`src/rtl/acc_core.sv`:
```
// Streaming unsigned accumulator: sums valid samples while run_i is high, then strobes valid_o.
// Build option: define ACC_CORE_SATURATE_EN to clamp on overflow instead of wrapping.
module acc_core #(
  parameter int unsigned IN_DATA_WIDTH = 8,
  parameter int unsigned DWIDTH        = 16
) (
  input  logic                     clk,
  input  logic                     rst,
  input  logic [IN_DATA_WIDTH-1:0] number_i,
  input  logic                     valid_i,
  input  logic                     run_i,
  output logic                     valid_o,
  output logic [DWIDTH-1:0]        result_o
);

  typedef enum logic [1:0] {
    StIdle,
    StRun,
    StDone
  } state_e;

  state_e            state_q, state_d;
  logic [DWIDTH-1:0] acc_q, acc_d;
  logic [DWIDTH-1:0] sample_ext;
  logic [DWIDTH-1:0] acc_add;

  assign sample_ext = DWIDTH'(number_i);

`ifdef ACC_CORE_SATURATE_EN
  logic [DWIDTH:0] sum_full;
  assign sum_full = {1'b0, acc_q} + {1'b0, sample_ext};
  // Once clamped, any further non-zero add carries out again, so the value sticks.
  assign acc_add  = sum_full[DWIDTH] ? {DWIDTH{1'b1}} : sum_full[DWIDTH-1:0];
`else
  assign acc_add  = acc_q + sample_ext;
`endif

  always_comb begin
    state_d = state_q;
    acc_d   = acc_q;
    unique case (state_q)
      StIdle: begin
        if (run_i) begin
          state_d = StRun;
          // Starting a run discards the previous total.
          acc_d   = valid_i ? sample_ext : '0;
        end
      end
      StRun: begin
        if (!run_i) begin
          state_d = StDone;
        end else if (valid_i) begin
          acc_d = acc_add;
        end
      end
      StDone: begin
        state_d = StIdle;
      end
      default: begin
        state_d = StIdle;
      end
    endcase
  end

  always_ff @(posedge clk) begin
    if (rst) begin
      state_q <= StIdle;
      acc_q   <= '0;
    end else begin
      state_q <= state_d;
      acc_q   <= acc_d;
    end
  end

  assign valid_o  = (state_q == StDone);
  assign result_o = acc_q;

endmodule

```
`config.mk`:
```
export PLATFORM = sky130hd
export DESIGN_NAME = acc_core
export DESIGN_NICKNAME = d
export VERILOG_FILES = /design/src/rtl/acc_core.sv
export SDC_FILE = /design/constraint.sdc
export NUM_CORES = 1
export LEC_CHECK = 0
export CAP_MARGIN = 30
export CORE_MARGIN = 10
export CORE_UTILIZATION = 55
export CTS_CLUSTER_DIAMETER = 30
export DETAILED_ROUTE_END_ITERATION = 16
export DONT_BUFFER_PORTS = 1
export HOLD_SLACK_MARGIN = 0.02
export PLACE_DENSITY_LB_ADDON = 0.08
export SLEW_MARGIN = 20
export SYNTH_ARGS = -nofsm -noshare
export SYNTH_HDL_FRONTEND = slang
export SYNTH_SLANG_ARGS = --single-unit
```
`constraint.sdc`:
```
create_clock -name clk -period 2.05 [get_ports clk]
set_input_delay 0 -clock clk [delete_from_list [all_inputs] [get_ports clk]]
set_output_delay 0 -clock clk [all_outputs]
set_load 0.02 [all_outputs]
```
==> results.sh <==
export IMPL_num_vias=1158
export IMPL_gp_congestion=0.794
export IMPL_max_clock_freq_ghz=0.505
export IMPL_cp_top_family="compound AO/OA/AOI/OAI gates"
export IMPL_grt_max_degree=14
export IMPL_dp_hpwl_um=2260
export IMPL_synth_top_area_frac=0.318
export IMPL_synth_common_cells="nor2_1 (19), dfxtp_1 (18), ha_1 (8)"
export IMPL_synth_xor_area_frac=0.0696
export IMPL_fin_crit_sh=0.966
export IMPL_synth_warning_count=0
export IMPL_core_um2=1960
export IMPL_maxSlewHeadroom=0.612
export IMPL_ir_drop_uv=425
export IMPL_numCtsBuffers=3
export IMPL_syn_avg_cell_area_um2=8.45
export IMPL_critical_path_max_stage_delay_ns=0.43
export IMPL_cts_sinks=18
export IMPL_dp_cells=171
export IMPL_drive_gt1_frac=0.215
export IMPL_cap_violations=0
export IMPL_rows=16
export IMPL_dieArea_um2=4270
export IMPL_fin_util=0.744
export IMPL_drtIter0Drc=79
export IMPL_use_met1=0.174
export IMPL_synth_seq_area_share=0.318
export IMPL_syn_nets=155
export IMPL_synthArstFlopShare=0
export IMPL_path_max_fanout=4
export IMPL_startpoint_type="flop"
export IMPL_synth_area_mux_share=0.00884
export IMPL_status="finished clean"
export IMPL_area_growth_syn_to_layout_pct=29.0
export IMPL_synth_top_family_by_area="simple AND/OR/NAND/NOR gates"
export IMPL_wl_um=3340
export IMPL_synth_area_leaders="dfxtp_1 (32%), ha_1 (8.8%), nor2_1 (6.3%), xor2_1 (5.4%), a211oi_1 (3.3%)"
export IMPL_worst_pin_slew_ns=0.575
export IMPL_ys_ff_latch=18
export IMPL_rsz0062_at_grt="true"
export IMPL_synth_compound_area_frac=0.222
export IMPL_num_nets_final=181
export IMPL_arrival_ns=2.15
export IMPL_setup_viol=0
export IMPL_n_antenna_cell=0
export IMPL_skew_ns=0.00417
export IMPL_cts_setup_buffers=0
export IMPL_cts_root_buf="clkbuf_4"
export IMPL_grt_pass1_vias=1158
export IMPL_start_util=0.577
export IMPL_via_per_inst=6.26
export IMPL_cp_required_ns=2.22
export IMPL_path_buf_inv=0
export IMPL_synth_top_area_cell="dfxtp_1"
export IMPL_cpMaxStageDelayCell="dfxtp_1"
export IMPL_clockBufferDepth=2
export IMPL_grt_pass1_wl_um=5420
export IMPL_clk_pin_slew_ns=0.11
export IMPL_final_instance_count_excl_fill=185
export IMPL_netlist_area_um2=1130
export IMPL_clock_latency_ns=0.29
export IMPL_wire_per_inst_um=18.1
export IMPL_yosysMostFrequentCell="nor2_1"
export IMPL_synth_edff_count=0
export IMPL_synthAdderAreaFrac=0.106
export IMPL_min_path_type="input pin to flop"
export IMPL_path_cells="ha_1 > a211oi_4 > o21ai_0 > a31oi_1 > xor2_1 > o22ai_1"
export IMPL_htreeDepth=1
export IMPL_numPortBuffers=0
export IMPL_antenna_found_initial=0
export IMPL_ioPinCount=29
export IMPL_track_usage=0.155
export IMPL_drc_errors=0
export IMPL_powerDensity_nw_per_um2=568
export IMPL_hold_viol=0
export IMPL_fill_cells=166
export IMPL_postSynthCellCount=134
export IMPL_ys_types=39
export IMPL_die_x_um=65.4
export IMPL_ant_nets=0
export IMPL_p_leak_nw=0.559
export IMPL_crit_type="flop to flop"
export IMPL_synthSimpleGateAreaFrac=0.259
export IMPL_report_final_slew_viol_count=0
export IMPL_cts_tree="done"
export IMPL_endpoint_kind="flop"
export IMPL_gr_usage_met3=0.0390
export IMPL_grt_overflow=0
export IMPL_met2_usage=0.280
export IMPL_first_pass_iters=4
export IMPL_die_h_um=65.4
export IMPL_busiest_layer="met2"
export IMPL_period_needed_ns=1.98
export IMPL_ys_flop_type="dfxtp_1"
## worst reg2reg max path, stage by stage, from the launching register on
cell	delay (ns)
dfxtp_1	0.43
ha_1	0.30
a211oi_4	0.33
o21ai_0	0.24
a31oi_1	0.27
xor2_1	0.21
o22ai_1	0.09
## sequential cells by signal, indices dropped and copies added, names as in the netlist
name and cells:
state_q 2, result_o 16
## final timing paths
kind	start	cells after the start	endpoint	slack [ns]
setup / recovery	result_o[1]	6	result_o[7]	0.07
hold / removal	rst	2	result_o[8]	0.05
setup reg to reg	result_o[1]	6	result_o[7]	0.07
hold reg to reg	result_o[1]	2	result_o[1]	0.59
## where the power goes
| part | internal [mW] | switching, mW |
|---|---|---|
| Sequential | 0.365 | 0.0117 |
| Combinational | 0.117 | 0.156 |
| Clock | 0.0681 | 0.111 |
## routing by layer
layer	wire length [um]	vias up
met3	305	6
met5	0	-
met2	1770	51
li1	-	554
met4	38	0
met1	1230	547
## metrics by stage
step	power, mW	TNS (ns)	hold slack (ns)	area [um2]	setup slack [ns]
6_report	0.830	0	0.0486	1460	0.0702
4_1_cts	0.802	0	0.0366	1400	0.0351
2_1_floorplan	0.548	0	0.0793	1140	0.0594
3_5_place_dp	0.603	0	0.0782	1260	0.0575
5_1_grt	0.871	-0.0566	0.0684	1460	-0.0275
3_3_place_gp	0.597	0	0.0739	1260	0.0986
## final cells by class
type	instances	area [um2]	share of cell area
multi-input combinational	111	825	0.565
timing repair buffer	25	215	0.147
tap	27	33.8	0.0231
sequential	18	360	0.247
clock buffer	3	22.5	0.0154
inverter	1	3.75	0.00257
## cell families (layout without fill, tap and decap cells)
| kind of cell | count (synthesis) | after routing |
|---|---|---|
| DFF | 18 | 18 |
| and+or+nand+nor | 54 | 54 |
| buffers and inverters | 5 | 29 |
| muxes | 1 | 1 |
| adders and majority gates | 9 | 9 |
| xor gates and xnor gates | 9 | 9 |
| AOI/OAI and AO/OA | 38 | 38 |
## placed cells by master, fill, tap and decap left out, types with 2 or more instances in the layout
cell,count
or2_2,2
a311oi_1,3
or4_1,2
o21ai_0,7
xnor2_1,2
a211oi_1,3
o211ai_1,3
and2_1,2
clkbuf_4,3
nor2_1,19
nand3_1,6
dfxtp_1,18
ha_2,3
a221oi_1,2
xor2_1,7
or3_1,2
a21oi_1,7
buf_4,14
a31oi_1,2
dlygate4sd3_1,11
ha_1,5
nor3_1,5
nor2b_1,3
nand2_1,4
## what timing repair did
| action | 4_1_cts | 5_1_grt |
|---|---|---|
| gates resized for setup | 0 | 13 |
| hold buffers | 11 | 0 |
| endpoints found under the setup margin | 0 | 10 |
| hold endpoints to repair | 12 | 0 |
Note: power is estimated with default switching activity, not from simulation.
